[src/rtl/valve_sequencer.sv]
// Program sequencer for the microfluidic valve manifold: fetches 13-bit
// instructions from the shared memory and drives a registered valve bus.
module valve_sequencer #(
    parameter int NUM_VALVES = 8,
    parameter int MEM_DEPTH  = 101,
    parameter int ADDR_W     = 8,
    parameter int TICK_DIV   = 1000
) (
    input  logic                  clk,
    input  logic                  rst_n,
    input  logic                  start,
    input  logic [12:0]           instr,
    output logic [ADDR_W-1:0]     addr,
    output logic [NUM_VALVES-1:0] valves,
    output logic                  busy,
    output logic                  halted,
    output logic                  err
);

    // state    | meaning
    // IDLE     | memory being loaded; pc, valves, err held clear
    // FETCH    | latch instr at addr=pc into the instruction register
    // EXEC     | apply the latched opcode, pick the next pc
    // WAIT     | stall operand*TICK_DIV cycles, valves held
    // HALTED   | program ended; valves held until start drops
    typedef enum logic [2:0] {
        S_IDLE, S_FETCH, S_EXEC, S_WAIT, S_HALTED
    } state_t;

    localparam logic [2:0] OP_SET   = 3'b001;
    localparam logic [2:0] OP_OPEN  = 3'b010;
    localparam logic [2:0] OP_CLOSE = 3'b011;
    localparam logic [2:0] OP_WAIT  = 3'b100;
    localparam logic [2:0] OP_JUMP  = 3'b101;
    localparam logic [2:0] OP_RSV   = 3'b110;
    localparam logic [2:0] OP_HALT  = 3'b111;

    localparam int TW = (TICK_DIV > 1) ? $clog2(TICK_DIV) : 1;
    localparam logic [TW-1:0] TICK_LAST = TW'(TICK_DIV - 1);

    state_t                  state, state_d;
    logic [ADDR_W-1:0]       pc, pc_d;
    logic [NUM_VALVES-1:0]   valves_d;
    logic                    err_d;
    logic [12:0]             ir, ir_d;
    logic [9:0]              wait_cnt, wait_d;
    logic [TW-1:0]           tick, tick_d;

    logic [2:0]              opcode;
    logic [9:0]              operand;
    logic [NUM_VALVES-1:0]   mask;
    logic [ADDR_W-1:0]       pc_inc;
    logic [31:0]             pc_plus_wide;
    logic                    at_end;
    logic                    jump_ok;
    logic                    advance;

    assign opcode       = ir[12:10];
    assign operand      = ir[9:0];
    assign mask         = operand[NUM_VALVES-1:0];
    assign pc_inc       = pc + ADDR_W'(1);
    // Compared at 32 bits so the end check is exact for any ADDR_W.
    assign pc_plus_wide = 32'(pc) + 32'd1;
    assign at_end       = (pc_plus_wide == 32'(MEM_DEPTH));
    assign jump_ok      = (32'(operand) < 32'(MEM_DEPTH));

    always_ff @(posedge clk) begin
        if (!rst_n) begin
            state    <= S_IDLE;
            pc       <= '0;
            valves   <= '0;
            err      <= 1'b0;
            ir       <= '0;
            wait_cnt <= '0;
            tick     <= '0;
        end else begin
            state    <= state_d;
            pc       <= pc_d;
            valves   <= valves_d;
            err      <= err_d;
            ir       <= ir_d;
            wait_cnt <= wait_d;
            tick     <= tick_d;
        end
    end

    always_comb begin
        state_d  = state;
        pc_d     = pc;
        valves_d = valves;
        err_d    = err;
        ir_d     = ir;
        wait_d   = wait_cnt;
        tick_d   = tick;
        advance  = 1'b0;

        case (state)
            S_IDLE: begin
                pc_d     = '0;
                valves_d = '0;
                err_d    = 1'b0;
                if (start) state_d = S_FETCH;
            end
            S_FETCH: begin
                ir_d    = instr;
                state_d = S_EXEC;
            end
            S_EXEC: begin
                case (opcode)
                    OP_SET: begin
                        valves_d = mask;
                        advance  = 1'b1;
                    end
                    OP_OPEN: begin
                        valves_d = valves | mask;
                        advance  = 1'b1;
                    end
                    OP_CLOSE: begin
                        valves_d = valves & ~mask;
                        advance  = 1'b1;
                    end
                    OP_WAIT: begin
                        if (operand == 10'd0) begin
                            advance = 1'b1;
                        end else begin
                            wait_d  = operand;
                            tick_d  = '0;
                            state_d = S_WAIT;
                        end
                    end
                    OP_JUMP: begin
                        if (jump_ok) begin
                            pc_d    = operand[ADDR_W-1:0];
                            state_d = S_FETCH;
                        end else begin
                            err_d   = 1'b1;
                            state_d = S_HALTED;
                        end
                    end
                    OP_RSV: begin
                        err_d   = 1'b1;
                        advance = 1'b1;
                    end
                    OP_HALT: state_d = S_HALTED;
                    default: advance = 1'b1;
                endcase
            end
            S_WAIT: begin
                if (tick == TICK_LAST) begin
                    tick_d = '0;
                    wait_d = wait_cnt - 10'd1;
                    if (wait_cnt == 10'd1) advance = 1'b1;
                end else begin
                    tick_d = tick + TW'(1);
                end
            end
            S_HALTED: ;
            default: state_d = S_IDLE;
        endcase

        // Falling off the end of the program is a fault, not a wrap.
        if (advance) begin
            if (at_end) begin
                err_d   = 1'b1;
                state_d = S_HALTED;
            end else begin
                pc_d    = pc_inc;
                state_d = S_FETCH;
            end
        end

        // Dropping start discards any in-flight instruction.
        if (!start) begin
            state_d  = S_IDLE;
            pc_d     = '0;
            valves_d = '0;
            err_d    = 1'b0;
            wait_d   = '0;
            tick_d   = '0;
        end
    end

    assign addr   = pc;
    assign busy   = (state == S_FETCH) || (state == S_EXEC) || (state == S_WAIT);
    assign halted = (state == S_HALTED);

endmodule

[config.mk]
export PLATFORM = sky130hd
export DESIGN_NAME = valve_sequencer
export DESIGN_NICKNAME = d
export VERILOG_FILES = /design/src/rtl/valve_sequencer.sv
export SDC_FILE = /design/constraint.sdc
export NUM_CORES = 1
export LEC_CHECK = 0
export CAP_MARGIN = 20
export CORE_MARGIN = 2
export CORE_UTILIZATION = 40
export CTS_CLUSTER_DIAMETER = 120
export DETAILED_ROUTE_END_ITERATION = 12
export DONT_BUFFER_PORTS = 1
export SLEW_MARGIN = 20
export SYNTH_ARGS = -nofsm -noshare
export SYNTH_HDL_FRONTEND = slang
export SYNTH_SLANG_ARGS = --single-unit
[constraint.sdc]
create_clock -name clk -period 2.75 [get_ports clk]
set_clock_uncertainty 0.05 [all_clocks]
set_input_delay 0.4125 -clock clk [delete_from_list [all_inputs] [get_ports clk]]
set_output_delay 0.4125 -clock clk [all_outputs]
set_load 0.02 [all_outputs]
==> flow_summary.ini <==
[run_status]
run_status = finished, final reports clean

[global_route]
track_usage_pct = 19.1
grt_pass1_vias = 2388
grtUsageMet1_pct = 26.2
antenna_found_initial = 0
globalRoute.totalOverflow = 0
busiest_layer = met2
gr-usage-met3_pct = 3.42
grt_util_met2_pct = 31.1
grt_pass1_wl_mm = 11.9
grt_max_degree = 33

[synthesis]
synth_compound_area_share_pct = 25.1
synth-simple-area-share_pct = 27.1
synth_edf_count = 0
ys_seq_area_share_pct = 36.3
synth_xor_area_share_pct = 3.59
yosys_warnings = 0
synth_area_per_cell_sq_um = 7.82
synth-async-reset-ratio_pct = 0
syn_nets = 395
yosys-mux-area-fraction_pct = 1.03
ys.flop_type = dfxtp_1
netlist_area_sq_um = 2920
synth_adder_area_share_pct = 2.14
synth-seq-cells = 53
synth_top_family_by_area = simple AND/OR/NAND/NOR gates
synth.distinct_cells = 57
synthCells = 374

[pwr]
p_per_area_nw_per_um2 = 464
p_leak_nw = 1.10
vdd_drop_max_mv = 0.156

[timing]
finalHoldViolations = 0
tns_ns = 0
fmax_mhz = 416
worstMarginPinSlew_ns = 0.808
setup_viol = 0
drv_slew = 0
rsz0062_at_grt = no
period_minus_slack_ns = 2.41
slew_headroom_pct = 46.0
period_share_pct = 87.5

[place]
gp_routability_congestion = 0.933
place_area_sq_um = 3070
dp_hpwl_mm = 5.27
port_buffers = 0

[setup_path]
worstPathArrival_ns = 2.54
crit_required_ns = 2.88
crit_family = simple AND/OR/NAND/NOR gates
crit_buf_inv = 0
cp-end-kind = flip-flop
worstPathMaxFanout = 22
crit_slowest_cell = a21o_1
path_cells = or3b_2, nor4_1, a21o_1, or2_0, nor2_1
critPathLaunchType = flip-flop
cpPeakStageDelay_ns = 0.52
crit_type = flip-flop to flip-flop

[final_layout]
design_area_sq_um = 3180
insertedDiodeCount = 0
areaGrowthSynthToFinish_pct = 8.60
fill_cells = 730
nets = 397
drive_gt1_share_pct = 11.1

[cts]
clkTransAtPathRegs_ns = 0.10
clock_sinks = 53
cts_resized = 0
cts_setup_buffers = 0
numCtsBuffers = 5
clockBufferDepth = 2
tritoncts = built
htree_levels = 2
cts_root_buf = clkbuf_8
insertion_delay_ns = 0.31
hold_buffers = 0

[die]
die-area_sq_um = 8010
start_util_pct = 40.7
io_pins = 35
core_area_sq_um = 7180
fp.dieH_um = 89.5
die_width_um = 89.5
row_count = 31

[route]
route.detailed.drc = 0
via_per_inst = 5.51
drt-wirelength-per-cell_um = 15.3
drt_iter0_markers = 180
dr.pass1.iters = 4
drt-total-wl_mm = 7.28
ant_nets = 0
vias = 2624

[run]
drv_cap = 0

[worst_hold_path]
hold_class = input port to flip-flop
## Yosys cell counts, types with 3 or more instances
cell,n,area share [%]
and3_1,5,1.1
ha_1,5,2.1
nand3b_1,4,1.0
or3_1,3,0.64
xor2_1,6,1.8
a221oi_2,3,1.5
xnor2_1,6,1.8
nand4_1,5,1.1
a31oi_1,3,0.64
o41ai_1,3,0.90
nand2b_1,5,1.1
inv_1,12,1.5
o211ai_1,4,1.0
nand3_1,8,1.4
o21ai_0,21,3.6
or2_2,3,0.64
clkbuf_1,16,2.1
a22oi_1,10,2.6
a21oi_1,19,3.3
o21ai_1,5,0.86
nor4_1,5,1.1
mux2i_1,3,1.0
buf_2,3,0.51
nor2_1,44,5.6
nor3_1,9,1.5
nand2_1,58,7.4
dfxtp_1,53,36
a21boi_0,13,3.3
a211oi_2,3,1.3
## through the flow
stage	instances	util (%)	power (mW)	setup WS (ns)	hold WS, ns
6_report	476	44.3	1.47	0.344	0.173
5_1_grt	476	44.3	1.55	0.161	0.166
4_1_cts	476	44.3	1.50	0.360	0.167
3_5_place_dp	468	42.8	1.01	0.377	0.441
3_3_place_gp	468	42.8	1.01	0.402	0.430
2_1_floorplan	374	-	0.958	0.344	0.414
## layer usage
layer | wire length, um | up-vias
met2 | 3440 | 40
met1 | 3470 | 1245
met5 | 0 | -
met3 | 292 | 6
met4 | 76 | 0
li1 | - | 1333
## registers in the layout, summed over array words and instances, names as in the netlist
register  flops
addr          8
err           1
wait_cnt     10
valves        8
state         3
ir           13
tick         10
## layout by cell type, fill, tap and decap left out, drive strengths merged, types with 5 or more instances in the layout
cell and count:
a21boi 13, a21oi 20, a22oi 10, and3 5, buf 16, clkbuf 7
dfxtp 53, ha 5, inv 12, nand2 58, nand2b 5, nand3 8
nand4 5, nor2 44, nor3 11, nor4 5, o21ai 26, or2 5
xnor2 6, xor2 6
## worst paths after layout
path	start	to	slack, ns	depth (start not counted)
max	tick[3]	tick[9]	0.34	5
max reg2reg	tick[3]	tick[9]	0.34	5
min	start	state[0]	0.17	1
min reg2reg	ir[9]	ir[9]	0.45	2
## power breakdown
group,internal [mW],switching [mW],leakage [nW]
registers,0.783,0.0190,0.428
clock network,0.228,0.252,0.0542
logic,0.0664,0.126,0.617
total,1.08,0.397,1.10
## area by class of cell
cell class / count / area, sq um / share of cell area, %
clock buffers: 7 / 96.3 / 3.03
clock inverters: 1 / 5.00 / 0.158
inverters: 12 / 45.0 / 1.42
multi-input cells: 288 / 1720 / 54.3
flip-flops and latches: 53 / 1060 / 33.4
well taps: 99 / 124 / 3.90
repair buffers: 16 / 120 / 3.78
## logic make-up (layout without fill, tap and decap cells)
kind of cell	after synthesis	count (layout)
simple gates	165	165
buf+inv	33	36
compound gates	103	103
flops	53	53
mux	3	3
fa+ha+maj	5	5
xor+xnor	12	12
## worst register-to-register path, delay by kind of cell, from the launching register on
| kind | cells | cell delay (ns) |
|---|---|---|
| and+or+nand+nor | 4 | 1.35 |
| DFF | 1 | 0.36 |
| AOI/OAI and AO/OA | 1 | 0.52 |
Power figures use the tool's default switching activity.
